$ cat config.mk
export PLATFORM = sky130hd
export DESIGN_NAME = fetch_queue
export DESIGN_NICKNAME = d
export VERILOG_FILES = /design/src/rtl/fetch_queue.sv
export SDC_FILE = /design/constraint.sdc
export NUM_CORES = 1
export LEC_CHECK = 0
export BUFFER_PORTS_ARGS = -buffer_cell sky130_fd_sc_hd__buf_4
export CAP_MARGIN = 20
export CORE_MARGIN = 2
export CORE_UTILIZATION = 57
export DETAILED_ROUTE_END_ITERATION = 7
export GPL_TIMING_DRIVEN = 0
export PLACE_DENSITY = 0.79
export SLEW_MARGIN = 20
export SYNTH_ARGS = -nofsm -noshare
export SYNTH_HDL_FRONTEND = slang
export SYNTH_SLANG_ARGS = --single-unit
$ cat constraint.sdc
create_clock -name clk -period 3.21 [get_ports clk]
set_input_delay 0.642 -clock clk [delete_from_list [all_inputs] [get_ports clk]]
set_output_delay 0.642 -clock clk [all_outputs]
set_load 0.1 [all_outputs]
$ cat src/rtl/fetch_queue.sv
// Decoupling FIFO between instruction fetch and decode: holds {pc, instr, misalign}
// entries, presents the oldest through valid/ready, and flushes in one cycle on redirect.
module fetch_queue #(
  parameter int          DEPTH = 4,
  parameter logic [31:0] NOP   = 32'h00000013
) (
  input  logic                     clk,
  input  logic                     reset,
  input  logic                     in_valid,
  input  logic [31:0]              in_pc,
  input  logic [31:0]              in_instr,
  output logic                     in_ready,
  output logic                     out_valid,
  output logic [31:0]              out_pc,
  output logic [31:0]              out_instr,
  output logic                     out_misalign,
  input  logic                     out_ready,
  input  logic                     flush,
  output logic [$clog2(DEPTH):0]   count,
  output logic [15:0]              drop_cnt
);

  localparam int PW = $clog2(DEPTH);
  localparam int CW = PW + 1;
  localparam logic [CW-1:0] FULL = CW'(DEPTH);

  typedef struct packed {
    logic [31:0] pc;
    logic [31:0] instr;
    logic        misalign;
  } entry_t;

  entry_t          mem [DEPTH];
  entry_t          head;
  logic [PW-1:0]   wr_ptr;
  logic [PW-1:0]   rd_ptr;
  logic            push;
  logic            pop;
  logic [16:0]     drop_sum;
  logic [15:0]     drop_next;

  // Ready depends only on registered occupancy; a same-cycle pop never frees a slot early.
  assign in_ready  = (count != FULL);
  assign out_valid = (count != '0);
  assign push      = in_valid && in_ready;
  assign pop       = out_valid && out_ready;

  assign head         = mem[rd_ptr];
  assign out_pc       = out_valid ? head.pc       : '0;
  assign out_instr    = out_valid ? head.instr    : NOP;
  assign out_misalign = out_valid ? head.misalign : 1'b0;

  // A push accepted in the flush cycle is discarded too, so it counts as dropped.
  always_comb begin
    drop_sum  = {1'b0, drop_cnt} + 17'(count) + 17'(push);
    drop_next = drop_sum[16] ? '1 : drop_sum[15:0];
  end

  always_ff @(posedge clk) begin
    if (push && !flush && !reset) begin
      mem[wr_ptr] <= '{pc: in_pc, instr: in_instr, misalign: |in_pc[1:0]};
    end
  end

  always_ff @(posedge clk) begin
    if (reset) begin
      wr_ptr   <= '0;
      rd_ptr   <= '0;
      count    <= '0;
      drop_cnt <= '0;
    end else if (flush) begin
      wr_ptr   <= '0;
      rd_ptr   <= '0;
      count    <= '0;
      drop_cnt <= drop_next;
    end else begin
      if (push) wr_ptr <= wr_ptr + PW'(1);
      if (pop)  rd_ptr <= rd_ptr + PW'(1);
      case ({push, pop})
        2'b10:   count <= count + CW'(1);
        2'b01:   count <= count - CW'(1);
        default: count <= count;
      endcase
    end
  end

endmodule

# [Yosys cells after proc, flatten, opt, wreduce, memory -nomap -nowiden]
# Memory sizes are Yosys's and may differ from the RTL's. A register that Yosys moved wholly into a read port is not among the register bits.
# Cells that the tools add are included.
[totals] romBits=0 reg_bits=23 output_inout_bits=86 ram_bits=260 elab_cells=33 latch_bits=0 n_memories=1 input_bits=69
[op_classes] order_cmp=0 n_div=0 eq_ne=3 reduce_logical=10 shift=0 n_mux=9 mul=0 add_sub_neg=6 n_bitwise=0
[mem_list] name="mem" depth=4 width=65 rd=1 rd_clocked_by_memory_dff=1 wr=1 line="33" text="entry_t mem [DEPTH];"
[op_table] cell="2-to-1 mux 32 bit" n=2
[op_table] cell="adder 16 x 3 -> 17 bit" n=1
[op_table] cell="adder 17 x 1 -> 17 bit" n=1
[op_table] cell="2-to-1 mux 16 bit" n=1
[op_table] cell="case mux 3 bit (2 select lines)" n=1
[op_table] cell="adder 2 x 1 -> 2 bit, second input constant" n=2
[op_table] cell="logical AND 1 bit" n=4
[op_table] cell="2-to-1 mux 2 bit" n=2
[op_table] cell="OR reduction 2 bit" n=2
[op_table] cell="adder 3 x 1 -> 3 bit, second input constant" n=1
[op_table] cell="2-to-1 mux 1 bit" n=3
[op_table] cell="!= test 3 bit, second input constant" n=1
[op_table] cell="nonzero test 3 bit" n=1
[op_table] cell="subtractor 3 x 1 -> 3 bit, second input constant" n=1
[op_table] cell="equality test 2 x 1 -> 1 bit, second input constant" n=1
[op_table] cell="equality test 2 bit, second input constant" n=1
[op_table] cell="zero test 1 bit" n=2
[op_table] cell="nonzero test 2 bit" n=1

# [Depth between registers and ports, before layout]
[logic_depth] ltp_word=6 depth_mapped=10 ltp_nobuf=9

# [Least setup slack after synthesis]
# No wires, ideal clock.
[synth_path] path_type="register to register" from="reg count[1]" to="mem mem[0][0] (netlist bit), enable pin" synth_period_minus_slack_ps=4064 setup_slack_ps=-854 setup_time_ps=430 required_time_ps=2780 path_buffers=0 arrival_ps=3633 path_stages_with_launch=5 path_cell_list="dfxtp_1 -> or3b_2 -> nand2_1 -> inv_1 -> and3_1"
[synth_between] elab_chain_cells=6
[synth_lines] item="from (decl)" line="19" text="output logic [$clog2(DEPTH):0] count,"
[synth_lines] item="from (signal assigned)" line="80" text="2'b10: count <= count + CW'(1);"
[synth_lines] item="from (signal assigned)" line="81" text="2'b01: count <= count - CW'(1);"
[synth_lines] item="from (signal assigned)" line="82" text="default: count <= count;"
[synth_lines] item="!= test 3 bit" line="43" text="assign in_ready = (count != FULL);"
[synth_lines] item="named net in_ready" line="12" text="output logic in_ready,"
[synth_lines] item="logical AND 1 bit" line="45" text="assign push = in_valid && in_ready;"
[synth_lines] item="named net push" line="37" text="logic push;"
[synth_lines] item="logical AND 1 bit (2 in series)" line="60" text="if (push && !flush && !reset) begin"
[synth_lines] item="2-to-1 mux 1 bit" line="60"
[synth_lines] item="2-to-1 mux 1 bit (not written as such)" line="61" text="mem[wr_ptr] <= '{pc: in_pc, instr: in_instr, misalign: |in_pc[1:0]};"
[synth_lines] item="to (decl)" line="33"
# The timed path passes the listed nets, and every way through them passes these cells.

==> key figures <==
Worst setup path
  – Critical Path AT: ~2400 ps
  – Reg2reg end: drop_cnt[15]$_SDFFE_PP0P_
  – Worst r2r src: count[0]$_SDFFE_PP0P_
  – Crit-path max FO: 10
  – Crit-path slowest cell: mux4_2
  – CP required: between 2000 and 3000 ps
  – R2R depth: 9
  – Crit path kind: flop to primary output
  – Max incr delay on CP: around 520 ps
  – Most frequent CP cell: buf_4
  – R2R Setup Slk: 200 ps
  – Startpoint types: flop
  – Setup crit end kind: primary output
  – Cell Chain, Critical Path: clkbuf_4, buf_4, mux4_2, and2_1, buf_4

Power and ir drop
  – Sw Ratio: 23.3%
  – P_sw: 1.88 mW
  – Comb power frac: roughly a tenth
  – Clock power share: between 30% and 40%
  – Max VDD drop: about 480 uV
  – Pleak: approximately 4.7 nW
  – Pwr/cell area: 593 mW/mm^2
  – Internal power: just over 6 mW
  – Pwr Total: roughly 8.1 mW
  – Reg power frac: 51.0%

Logic synthesis
  – Dominant cell by count in the synthesized netlist: edfxtp_1
  – Synth cell types: 40
  – Post-synth EDFFs: 260
  – Avg Synthesized Cell Area: around 20 um^2
  – Synth area leaders: edfxtp_1 (70%), mux4_2 (13%), dfxtp_1 (4.5%)
  – YS warnings: 0
  – Syn Nets: 643
  – Seq/Total Area, Yosys: around three quarters
  – Post-synth top cells: edfxtp_1 (260), mux4_2 (65), and2_1 (64), dfxtp_1 (25), nor2_1 (16)
  – Syn Std Cell Area: 0.0111 mm^2
  – Synth Instances: roughly 560
  – Yosys top cell by area: edfxtp_1
  – Post-synth top flop: edfxtp_1
  – Post-synthesis sequential element count: 285
  – Ys async rst share: 0%
  – Post-synth top area share: 70.3%

Timing
  – Final period util: between 90 and 100%
  – Hold WS: between 300 and 400 ps
  – Final TNS setup: 0 ps
  – RSZ-0062 raised after global routing: false
  – Max Transition Viols Final: 0
  – Fin crit period: just over 3000 ps
  – F_max: roughly 330 MHz
  – Final setup fails: 0
  – Final hold violation count: 0
  – Worst slew pin tran: roughly 840 ps
  – Final Skew: about 11 ps
  – Slew headroom: between 40% and 50%

Cells and area
  – Layout area overhead: 22.5%
  – Diode count: 0
  – Final net count: ~830
  – Layout cells sized above 1: between 30% and 40%
  – Fill cells: about 1200

Global route
  – First-pass GRT wire length: around 32000 um
  – Number of antenna violations at the first check in global routing: 0
  – Aggregate global routing overflow: 0
  – Gr usage total: between 20% and 30%
  – Largest net degree at the start of global routing: 39
  – Vias in the first global route: 6149

CTS
  – CTS Sinks: approximately 290
  – TritonCTS buffer count: 28
  – Root buffer cell: clkbuf_16
  – CTS tree: built
  – H-tree levels: 1
  – Worst-Skew Late Latency: between 500 and 600 ps
  – Count of hold-fix buffers inserted at cts: 0
  – Worst-path clk slew: around 60 ps
  – Clk buf depth: 3

Detailed routing
  – DRT iter0 DRCs: ~360
  – DRC Markers: 0
  – Total wire length: between 20000 and 25000 um
  – Detail Route Antenna Nets: 0
  – Drt pass-1 iters: 4
  – Vias: between 5000 and 6000
  – Via density: 5.66
  – Drt wl/cell: ~21 um

Floorplanning
  – Initial core utilization: between 50% and 60%
  – Die height: between 100 and 150 um
  – # rows: a little over 50
  – Chip width: 144 um
  – IO Pins: about 160
  – CORE AREA: 0.0193 mm^2
  – Full die area: roughly 0.021 mm^2

Worst hold path
  – Hold Path Depth: 1
  – Worst Hold Class: input port to flop
  – Worst Hold End: mem[0][50]$_DFFE_PP_
  – Worst Min Path Start: in_pc[17]

Outcome
  – Outcome: complete, no violations

Placed design
  – Port Buffer Count: roughly 150
  – Hpwl dp: roughly 13000 um
  – RD Place Congestion: approximately 0.9

Run
  – Max Cap Viol: 0
-- power by group through the flow --
stage | Combinational [mW] | Clock [mW] | Sequential (mW)
after global routing | 0.852 | 3.33 | 4.11
after floorplan | 0.536 | 0 | 4.22
after CTS | 0.821 | 3.19 | 4.11
after global placement | 0.793 | 0 | 4.18
final | 0.815 | 3.14 | 4.11
after detailed placement | 0.816 | 0 | 4.19
-- metrics by stage --
step / cell area (um^2) / setup WS [ps] / instances / utilization [%]
after floorplan: 11100 / 43.2 / 564 / -
after global routing: 13600 / 43.7 / 1033 / 70.6
after detailed placement: 12700 / 101 / 986 / 65.9
after global placement: 12600 / 172 / 982 / 65.4
after CTS: 13600 / 48.2 / 1033 / 70.6
final: 13600 / 171 / 1033 / 70.6
-- cell usage in the layout, fill, tap and decap left out, types with 4 or more instances in the layout --
master and instances:
a21oi_1 8, a31oi_1 5, and2_1 64, and3_4 4, buf_4 159, clkbuf_1 17, clkbuf_16 29, clkbuf_2 5
clkinv_1 4, clkinv_2 4, dfxtp_1 22, edfxtp_1 260, ha_1 7, inv_1 8, mux4_2 65, nand2_1 10
nand3_1 5, nor2_1 16, nor3_1 6, nor4_1 4, o21ai_0 7, or2_2 7, xnor2_1 6
-- flip-flops by register name, indices dropped and copies added, names as in the netlist, named ones only --
register / count
count: 3
drop_cnt: 16
mem: 260
rd_ptr: 2
wr_ptr: 2
-- layer usage --
layer	wire [um]	track usage, %	vias up
li1	-	-	2604
met1	8300	26.4	2984
met2	11000	35.7	221
met3	1530	4.67	42
met4	524	6.19	0
met5	0	0	-
-- critical path, delay by kind of cell (launching register included) --
family	cells	cell delay [ps]
multiplexers	1	520
flip-flops	1	330
buffers and inverters	3	790
AND/OR/NAND/NOR	1	210
-- kinds of logic after synthesis --
kind of cell             after synthesis  synth area share [%]
AO/OA/AOI/OAI                         31                  1.76
XOR/XNOR                               9                 0.710
adder cells (fa/ha/maj)               10                  1.33
buffers and inverters                 33                  1.23
flip-flops                           285                  74.8
multiplexers                          68                  13.4
AND/OR/NAND/NOR                      128                  6.74
-- what timing repair did --
action,4_1_cts,5_1_grt
gates resized for setup,11,2
gates cloned,0,0
buffers inserted,0,0
endpoints found under the setup margin,55,3
-- worst max path at each step --
| stage | from | endpoint | depth (start not counted) | slack (ps) |
|---|---|---|---|---|
| floorplan | count[0]$_SDFFE_PP0P_ | drop_cnt[15]$_SDFFE_PP0P_ | 9 | 40 |
| detailed placement | count[0]$_SDFFE_PP0P_ | drop_cnt[15]$_SDFFE_PP0P_ | 9 | 100 |
| CTS | count[0]$_SDFFE_PP0P_ | drop_cnt[15]$_SDFFE_PP0P_ | 9 | 50 |
| global route | count[0]$_SDFFE_PP0P_ | drop_cnt[15]$_SDFFE_PP0P_ | 9 | 40 |
| finish | flop | out_instr[10] | 5 | 170 |
| global placement | reset | mem[0][52]$_DFFE_PP_ | 4 | 170 |
-- layout make-up --
type / instances / area (um^2) / area share (%)
flip-flops and latches: 285 / 8310 / 61.1
multi-input cells: 246 / 2690 / 19.8
repair buffers: 157 / 1240 / 9.08
clock buffers: 37 / 756 / 5.55
well taps: 265 / 332 / 2.44
plain buffers: 24 / 126 / 0.929
clock inverters: 11 / 125 / 0.919
inverters: 8 / 30.0 / 0.221
No activity file was read; power rests on OpenSTA's default activity.
